==> config.mk <==
export PLATFORM = sky130hd
export DESIGN_NAME = shape_sequencer
export DESIGN_NICKNAME = d
export VERILOG_FILES = /design/src/rtl/shape_sequencer.sv
export SDC_FILE = /design/constraint.sdc
export NUM_CORES = 1
export LEC_CHECK = 0
export ABC_AREA = 0
export CAP_MARGIN = 10
export CORE_MARGIN = 2
export CORE_UTILIZATION = 39
export DETAILED_ROUTE_END_ITERATION = 10
export PLACE_DENSITY = 0.65
export REMOVE_ABC_BUFFERS = 1
export SLEW_MARGIN = 20
export SYNTH_ARGS = -nofsm -noshare
export SYNTH_HDL_FRONTEND = slang
export SYNTH_SLANG_ARGS = --single-unit
==> constraint.sdc <==
create_clock -name Clk -period 3.5 [get_ports Clk]
set_input_delay 0.525 -clock Clk [delete_from_list [all_inputs] [get_ports Clk]]
set_output_delay 0.525 -clock Clk [all_outputs]
set_load 0.02 [all_outputs]
==> src/rtl/shape_sequencer.sv <==
`default_nettype none
// ============================================================================
// Module      : shape_sequencer
// Description : LFSR-driven Tetris piece generator feeding a shared ring
//               buffer read by PLAYERS independent channels.
// Revision    : 1.0 - initial release
// ============================================================================
module shape_sequencer #(
    parameter int                LFSR_W     = 16,
    parameter logic [LFSR_W-1:0] TAPS       = 16'hB400,
    parameter logic [LFSR_W-1:0] SEED       = 16'hACE1,
    parameter int                DEPTH      = 8,
    parameter int                PLAYERS    = 2,
    parameter int                NUM_SHAPES = 7
) (
    input  logic                   Clk,
    input  logic                   rst,
    input  logic                   seed_load,
    input  logic [LFSR_W-1:0]      seed_val,
    input  logic [PLAYERS-1:0]     change_shape,
    output logic [3*PLAYERS-1:0]   curr_shape,
    output logic [3*PLAYERS-1:0]   next_shape,
    output logic [PLAYERS-1:0]     shape_valid
);

    localparam int         c_AW         = $clog2(DEPTH);
    localparam int         c_PW         = c_AW + 1;
    localparam logic [3:0] c_NUM_SHAPES = 4'(NUM_SHAPES);

    logic [LFSR_W-1:0]              r_lfsr;
    logic [2:0]                     r_buf [DEPTH];
    logic [c_PW-1:0]                r_wp;
    logic [PLAYERS-1:0][c_PW-1:0]   r_rp;

    logic                           w_fb;
    logic [2:0]                     w_cand;
    logic                           w_accept;
    logic                           w_full;
    logic                           w_write;
    logic [c_PW-1:0]                w_occ    [PLAYERS];
    logic [c_AW-1:0]                w_nidx   [PLAYERS];
    logic [PLAYERS-1:0]             w_valid;
    logic [PLAYERS-1:0]             w_at_cap;

    assign w_fb     = ^(r_lfsr & TAPS);
    assign w_cand   = r_lfsr[2:0];
    assign w_accept = ({1'b0, w_cand} < c_NUM_SHAPES);
    // Full is judged against the slowest reader so no unread entry is overwritten.
    assign w_full   = |w_at_cap;
    assign w_write  = w_accept && !w_full;

    generate
        for (genvar p = 0; p < PLAYERS; p++) begin : g_player
            assign w_occ[p]               = r_wp - r_rp[p];
            assign w_valid[p]             = (w_occ[p] >= c_PW'(2));
            assign w_at_cap[p]            = (w_occ[p] == c_PW'(DEPTH));
            assign w_nidx[p]              = r_rp[p][c_AW-1:0] + c_AW'(1);
            assign curr_shape[3*p +: 3]   = r_buf[r_rp[p][c_AW-1:0]];
            assign next_shape[3*p +: 3]   = r_buf[w_nidx[p]];
        end
    endgenerate

    assign shape_valid = w_valid;

    always_ff @(posedge Clk) begin
        if (rst) begin
            r_lfsr <= SEED;
            r_wp   <= '0;
            r_rp   <= '0;
            for (int i = 0; i < DEPTH; i++) begin
                r_buf[i] <= '0;
            end
        end else if (seed_load) begin
            // A zero seed would lock the LFSR, so fall back to the default seed.
            r_lfsr <= (seed_val == '0) ? SEED : seed_val;
            r_wp   <= '0;
            r_rp   <= '0;
        end else begin
            r_lfsr <= {r_lfsr[LFSR_W-2:0], w_fb};
            if (w_write) begin
                r_buf[r_wp[c_AW-1:0]] <= w_cand;
                r_wp                  <= r_wp + c_PW'(1);
            end
            for (int p = 0; p < PLAYERS; p++) begin
                if (change_shape[p] && w_valid[p]) begin
                    r_rp[p] <= r_rp[p] + c_PW'(1);
                end
            end
        end
    end

endmodule
`default_nettype wire

==> qor.csv, run 1 <==
metric;value;unit
status;finished clean;
r2r_start;r_wp[0]$_SDFFE_PP0P_;
setup_violations;0;
ir_drop;241;µV
critical_path.max_fanout;9;
hold_viol_final;0;
cpMaxStageDelayCell;clkdlybuf4s50_1;
synth_area_leader_cell;edfxtp_1;
cp-end-kind;primary output;
insertion_delay;0.33;ns
cts_buffers;9;
die_w;97.1;µm
rows;33;
grt-ovfl-total;0;
design_area;0.00402;mm²
seqPwrFrac;0.452;
nNetsFinal;356;
fin_skew;0.0130;ns
use_met1;0.218;
reg2reg_to;r_buf[1][0]$_SDFFCE_PN0P_;
cts_hold_buf;0;
yosysSeqAreaShare;0.415;
dr_total_vias;2472;
start_util;0.407;
gp_congestion;0.809;
timing.final.crit_share;0.940;
drt_pre_antenna_iters;4;
cp_top_family;buffers and inverters;
ys_types;43;
grt_util_met2;0.277;
syn_avg_cell_area;11.5;µm²
yosysWarningCount;0;
slew_violations;0;
cts_resized;0;
path_common_cell;inv_1;
path_class;reg2out;
clockBufferDepth;2;
grt.busiest_layer;met2;
power_leakage;1.42;nW
p_int;1.23;mW
crit_buf_inv;3;
synthXorXnorAreaFrac;0.0337;
powerDensity;426;mW/mm²
rr_worst_depth;9;
clock.fmax;0.304;GHz
drc;0;
wire_per_inst;17.2;µm
netlist_area;0.00338;mm²
dp_slack;0.373;ns
clock_sinks;58;
min_to;r_lfsr[10]$_SDFF_PP1_;
antenna_found_initial;0;
finalSetupTns;0;ns
synth_simple_gate_area_frac;0.139;
die_y;97.1;µm
dpl_cell_area;0.00382;mm²
area_growth;18.9;%
total_power;1.71;mW
crit_path_start_kind;flip-flop;
cp_slowest_stage_delay;0.54;ns
synth_fa_ha_area_frac;0.0452;
tightest_slew;0.470;ns
layout_min_cycle_time;3.29;ns
rsz0062_at_grt;false;
drt_iter0_markers;209;
ys_ff_latch;58;
cts_tree;done;
hold-path-cell-count;1;
first_global_vias;2502;
reg2reg_slack;0.46;ns
cp_data_arrival_time;2.77;ns
hold_path_class;reg2reg;
root_buffer;clkbuf_8;
postRouteAntennaNets;0;
grt_max_degree;47;
use_met3;0.0396;
cts_setup_buffers;0;
comb_power_share;0.208;
synth_area_leaders;edfxtp_1, dfxtp_1, mux4_2;
placed_cells;418;
io_pins;35;
synth_edf_count;24;
hold_path_startpoint;r_lfsr[9]$_SDFF_PP0_;
synth_top_family_by_area;multiplexers;
synth_ff_type;dfxtp_1;
p_switching;480;µW
ys_async_sr_fraction;0;
synth_compound_area_frac;0.0997;
fp.coreArea;0.00830;mm²
critPathRequiredTime;2.97;ns
synth.mux.area_fraction;0.230;
drive_gt1_frac;0.204;
viasPerCell;5.70;
hpwl;5720;µm
setup_slack;0.209;ns
syn_inst;293;
clk_pin_slew;0.06;ns
antenna_cells;0;
synth_top_area_frac;0.213;
grt_pass1_wl;12500;µm
drt-total-wl;7440;µm
clkPwrFrac;0.339;
grt_usage;0.166;
drv_cap;0;
sw_frac_of_total;0.280;
path_cells;inv_1 -> ha_1 -> inv_1 -> fa_1 -> nand2b_1 -> or3_1 -> clkdlybuf4s50_1;
stdcell_count;434;
cts_max_level;3;
io_buffers;34;
max_slew_margin;0.686;
dieArea;0.00942;mm²
[synthesized netlist by cell type (all sizes together), types with 3 or more instances]
library cell and instances:
or3 4, inv 11, o22a 7, a21oi 11
mux2i 10, buf 5, nand3 7, nand2 15
edfxtp 24, mux4 24, nor2 23, o41ai 4
o21ai 10, dfxtp 34, clkbuf 17, ha 9
xor2 7, xnor2 6, mux2 12, nand3b 3
and3 3, a31o 3, nor4 28
[metrics by stage]
stage | hold slack (ns) | utilization
global placement | 0.420 | 0.461
global route | 0.455 | 0.484
finish | 0.436 | 0.484
CTS | 0.437 | 0.484
detailed placement | 0.423 | 0.461
floorplan | 0.413 | -
[placed cells by master, fill, tap and decap left out, types with 6 or more instances in the layout]
cell,count
clkdlybuf4s50_1,34
dfxtp_1,33
nor4_1,28
mux4_2,24
edfxtp_1,24
nor2_1,23
nand2_1,15
mux2_2,12
inv_1,11
a21oi_1,10
mux2i_1,10
clkbuf_8,10
ha_1,9
buf_4,8
xor2_1,7
nand3_1,7
o22a_1,7
xnor2_1,6
[kinds of logic after synthesis]
logic type | after synthesis
mux | 46
buf+inv | 33
xor+xnor | 13
simple gates | 90
flops | 58
fa+ha+maj | 11
compound gates | 42
[power by group through the flow]
stage / clock network (mW) / registers, mW / logic (mW)
after floorplan: 0 / 0.778 / 0.226
after global placement: 0 / 0.785 / 0.355
after detailed placement: 0 / 0.788 / 0.358
after CTS: 0.596 / 0.773 / 0.360
after global routing: 0.627 / 0.779 / 0.387
final: 0.581 / 0.774 / 0.357
[worst max-delay path by stage]
stage,start,endpoint,slack (ns),cells after the start
4_1_cts,r_wp[0]$_SDFFE_PP0P_,shape_valid[0],0.06,7
2_1_floorplan,r_rp[4]$_SDFFE_PP0P_,r_buf[6][0]$_SDFFCE_PN0P_,0.42,8
3_5_place_dp,r_wp[0]$_SDFFE_PP0P_,r_buf[1][1]$_SDFFCE_PN0P_,0.37,9
5_1_grt,r_wp[0]$_SDFFE_PP0P_,shape_valid[0],0.06,7
6_report,r_wp[0]$_SDFFE_PP0P_,shape_valid[0],0.21,7
3_3_place_gp,r_wp[0]$_SDFFE_PP0P_,r_buf[1][0]$_SDFFCE_PN0P_,0.48,9
[layer usage]
layer,routed length (µm),up-vias
met3,423,6
met2,3640,96
li1,-,1193
met1,3300,1177
met5,0,-
met4,75,0
[cell type report]
type | count | area (µm²)
multi-input combinational | 202 | 1850
timing repair buffer | 42 | 400
tap | 105 | 131
fill | 771 | 4280
clock inverter | 4 | 25.0
clock buffer | 12 | 166
inverter | 11 | 41.3
sequential | 58 | 1400
Power figures use the tool's default switching activity.
==> run 2: changes to the inputs <==
Settings changed: CORE_UTILIZATION 39 to 45, PLACE_DENSITY 0.65 to 0.73.
==> run 2 against run 1 <==
Sequential cell count is the same. Non-clock buffer count fell by 2. Critical path type unchanged. Clock skew shrank 0.0014 ns. Worst hold slack gained 0.0041 ns. Combinational power is 1% lower. Via count down 1.3%. Sequential share of layout area rose by 0.14 points. Largest power group unchanged. Cell area down 0.40%. Sequential power is essentially flat. Critical endpoint unchanged. Clock power increased by 2%. Power rose by 0.56%.
==> qor.csv, run 2 (synthesis results as in run 1) <==
metric;value;unit
io_buffers;34;
grt-ovfl-total;0;
wire_per_inst;16.7;µm
fp.coreArea;0.00725;mm²
clock.fmax;0.302;GHz
cp_data_arrival_time;2.78;ns
cts_buffers;9;
cp-end-kind;primary output;
first_global_vias;2373;
dpl_cell_area;0.00380;mm²
antenna_found_initial;0;
clk_pin_slew;0.06;ns
die_w;90.6;µm
grt_max_degree;40;
max_slew_margin;0.551;
cts_setup_buffers;0;
top_layer;met4;
drt_pre_antenna_iters;4;
dr_total_vias;2441;
clkPwrFrac;0.345;
mostFrequentLayoutCell;clkdlybuf4s50_1;
status;finished clean;
sw_frac_of_total;0.273;
critical_path.max_fanout;9;
viasPerCell;5.73;
hold_path_class;reg2reg;
wl_met1;3160;µm
design_area;0.00400;mm²
area_growth;18.4;%
wl_met3;342;µm
final_cell_mix;clkdlybuf4s50_1, dfxtp_1, nor4_1, mux4_2, edfxtp_1;
ir_drop;206;µV
power_leakage;1.42;nW
cts_resized;0;
drc;0;
utilization;0.551;
comb_power_share;0.205;
crit_path_start_kind;flip-flop;
gp_congestion;0.840;
fill_cells;624;
start_util;0.466;
path_class;reg2out;
dieArea;0.00821;mm²
io_pins;35;
clockBufferDepth;2;
hpwl;5630;µm
nNetsFinal;354;
p_int;1.25;mW
cts_max_level;3;
die_y;90.6;µm
clock_sinks;58;
fin_skew;0.0115;ns
drive_gt1_frac;0.202;
insertion_delay;0.34;ns
hold_viol_final;0;
timing.final.crit_share;0.946;
met2_length;3500;µm
cts_hold_buf;0;
tightest_slew;0.665;ns
drv_cap;0;
cts_tree;done;
slew_violations;0;
drt_iter0_markers;166;
drt-total-wl;7100;µm
rows;31;
setup_violations;0;
postRouteAntennaNets;0;
seqPwrFrac;0.451;
layout_min_cycle_time;3.31;ns
critPathRequiredTime;2.97;ns
grt_pass1_wl;11900;µm
root_buffer;clkbuf_8;
rsz0062_at_grt;false;
grt_usage;0.185;
p_switching;470;µW
antenna_cells;0;
powerDensity;431;mW/mm²
finalSetupTns;0;ns
## run 2: cell count changes in the layout (fill, tap and decap cells not counted), sizes merged
cell,change
buf,-2
clkinvlp,-1
clkbuf,+1
clkinv,-2
inv,+2
## run 2: path summary, 6_finish.rpt
kind	start	to	slack [ns]	depth (start not counted)
worst min-delay path	r_lfsr[9]$_SDFF_PP0_	r_lfsr[10]$_SDFF_PP1_	0.44	1
worst max-delay path	r_wp[0]$_SDFFE_PP0P_	shape_valid[0]	0.19	7
worst max register to register	r_wp[0]$_SDFFE_PP0P_	r_buf[6][0]$_SDFFCE_PN0P_	0.46	9
worst min register to register	r_lfsr[9]$_SDFF_PP0_	r_lfsr[10]$_SDFF_PP1_	0.44	1
## run 2: power by group through the flow
stage	sequential, mW	combinational, mW	clock, mW
after floorplan	0.778	0.226	0
after global placement	0.787	0.347	0
after detailed placement	0.789	0.353	0
after CTS	0.775	0.354	0.607
after global routing	0.781	0.379	0.636
final	0.776	0.352	0.594
## run 2: final cells by class
| cell class | instances | area (µm²) | share of cell area |
|---|---|---|---|
| clock buffer | 13 | 180 | 0.0451 |
| clock inverter | 3 | 17.5 | 0.00438 |
| inverter | 11 | 41.3 | 0.0103 |
| multi-input combinational | 202 | 1850 | 0.462 |
| sequential | 58 | 1400 | 0.351 |
| tap | 99 | 124 | 0.0310 |
| timing repair buffer | 40 | 385 | 0.0964 |
## run 2: worst max-delay path: stages (launching register included)
cell and delay, ns:
dfxtp_2 0.41, inv_1 0.16, ha_1 0.24, inv_1 0.07, fa_1 0.41, nand2b_1 0.24, or3_1 0.39, clkdlybuf4s50_1 0.54
## run 2: layer usage
layer,vias up,GRT usage
met4,0,0.0615
met2,82,0.316
met5,-,0
li1,1188,-
met1,1162,0.231
met3,9,0.0442
## run 2: metrics by stage
step	setup WS [ns]	instances	hold WS [ns]	total power [mW]
2_1_floorplan	0.421	271	0.413	1.00
3_3_place_gp	0.491	410	0.419	1.13
3_5_place_dp	0.439	410	0.423	1.14
4_1_cts	0.0589	426	0.442	1.74
5_1_grt	0.00265	426	0.455	1.80
6_report	0.190	426	0.440	1.72
==> run 3: changes to the inputs <==
Settings changed: ABC_AREA 0 to 1.
==> run 3 against run 2 <==
Synthesized area increased by 1.4%. Worst setup slack improved by 0.25 ns. Clock-buffer cell count decreased by 2. Routed wire length increased by 14%. Worst hold slack improved by 0.0061 ns. Highest routed layer unchanged.
==> qor.csv, run 3 <==
metric;value;unit
status;finished clean;
ir_drop;337;µV
grt_usage;0.205;
wl_met1;3570;µm
path_cells;ha_1 -> a21oi_1 -> o21ai_0 -> o21ai_0 -> nor2_1 -> a31oi_1 -> clkdlybuf4s50_1;
rsz0062_at_grt;false;
syn_avg_cell_area;7.51;µm²
grt_pass1_wl;13500;µm
layout_min_cycle_time;3.06;ns
synth.most_common_cell;nor2_1;
critPathRequiredTime;2.97;ns
io_buffers;34;
antenna_cells;0;
path_class;reg2out;
total_power;3.53;mW
antenna_found_initial;0;
ys_types;30;
start_util;0.469;
root_buffer;clkbuf_8;
max_slew_margin;0.676;
nNetsFinal;524;
cts_resized;0;
cts_max_level;3;
clock_sinks;58;
drt_iter0_markers;155;
tightest_slew;0.484;ns
io_pins;35;
synth_top_area_frac;0.211;
dr_total_vias;3118;
postRouteAntennaNets;0;
crit_buf_inv;1;
setup_violations;0;
drc;0;
cts_hold_buf;0;
timing.final.crit_share;0.875;
cp_data_arrival_time;2.54;ns
viasPerCell;5.23;
cts_setup_buffers;0;
ys_top_cells_by_count;nor2_1, inv_1, nand2_1;
die_y;91.2;µm
cpMaxStageDelayCell;clkdlybuf4s50_1;
synth_edf_count;24;
cts_buffers;9;
drt_pre_antenna_iters;5;
cp_top_family;buffers and inverters;
critical_path.max_fanout;23;
grt-ovfl-total;0;
whs;0.446;ns
synth_area_leaders;edfxtp_1, dfxtp_1, o21ai_0;
syn_inst;456;
mostFrequentLayoutCell;nor2_1;
crit_path_start_kind;flip-flop;
ys_ff_latch;58;
cp_slowest_stage_delay;0.64;ns
slew_violations;0;
top_layer;met4;
area_growth;17.4;%
gp_congestion;0.909;
synth_ff_type;dfxtp_1;
powerDensity;878;mW/mm²
fin_skew;0.00850;ns
cts_tree;done;
drive_gt1_frac;0.0684;
finalSetupTns;0;ns
yosysWarningCount;0;
cp-end-kind;primary output;
fp.coreArea;0.00729;mm²
hold_path_class;reg2reg;
yosysSeqAreaShare;0.409;
wire_per_inst;13.5;µm
first_global_vias;3011;
ys_async_sr_fraction;0;
grt_max_degree;24;
clock.fmax;0.327;GHz
clockBufferDepth;2;
insertion_delay;0.33;ns
path_common_cell;o21ai_0;
die_w;91.2;µm
met2_length;3990;µm
drv_cap;0;
clk_pin_slew;0.06;ns
netlist_area;0.00342;mm²
hpwl;6320;µm
rows;31;
hold_viol_final;0;
synth_area_leader_cell;edfxtp_1;
power_leakage;1.63;nW
dieArea;0.00832;mm²
drt-total-wl;8060;µm
final_cell_mix;nor2_1, inv_1, nand2_1, o21ai_0, a21oi_1;
wl_met3;363;µm
-- run 3: kinds of logic (layout without fill, tap and decap cells) --
kind of cell	Yosys count	in the layout	share of synthesized area
fa+ha+maj	11	11	0.0446
xor+xnor	9	9	0.0230
flops	58	58	0.409
compound gates	134	134	0.210
simple gates	159	159	0.217
buf+inv	85	126	0.0961
-- run 3: final timing paths --
path | startpoint | endpoint | slack (ns) | cells after the start
worst max-delay path | r_rp[4]$_SDFFE_PP0P_ | next_shape[3] | 0.44 | 7
worst min register to register | r_lfsr[3]$_SDFF_PP0_ | r_lfsr[4]$_SDFF_PP0_ | 0.45 | 2
worst min-delay path | r_lfsr[3]$_SDFF_PP0_ | r_lfsr[4]$_SDFF_PP0_ | 0.45 | 2
worst max register to register | r_wp[0]$_SDFFE_PP0P_ | r_buf[7][0]$_SDFFCE_PN0P_ | 1.00 | 11
-- run 3: where the power goes --
group | total [mW] | switching [mW] | internal, mW | leakage (nW)
clock | 0.498 | 0.250 | 0.248 | 0.0819
sequential | 0.964 | 0.154 | 0.810 | 0.529
combinational | 2.07 | 1.25 | 0.815 | 1.02
total | 3.53 | 1.66 | 1.87 | 1.63
-- run 3: routing by layer --
layer	vias to the layer above	GRT usage
li1	1599	-
met2	94	0.366
met1	1412	0.238
met3	13	0.0481
met5	-	0
met4	0	0.0745
-- run 3: metrics by stage --
stage,setup WS [ns],utilization,area [µm²],instances
floorplan,1.15,-,3380,444
global placement,0.649,0.530,3860,580
detailed placement,0.589,0.530,3860,580
CTS,0.221,0.551,4020,596
global route,0.213,0.551,4020,596
finish,0.438,0.551,4020,596
-- run 3: worst reg2reg max path: cells and delay by family (launching register included) --
kind	cells	cell delay, ns
AND/OR/NAND/NOR	7	0.95
adder cells (fa/ha/maj)	2	0.64
flip-flops	1	0.42
buffers and inverters	2	0.24
-- run 3: cell type report --
| type | instances | area [µm²] |
|---|---|---|
| inverter | 73 | 282 |
| multi-input combinational | 313 | 1690 |
| timing repair buffer | 37 | 363 |
| clock inverter | 5 | 22.5 |
| sequential | 58 | 1400 |
| clock buffer | 11 | 131 |
| fill | 745 | 3270 |
| tap | 99 | 124 |
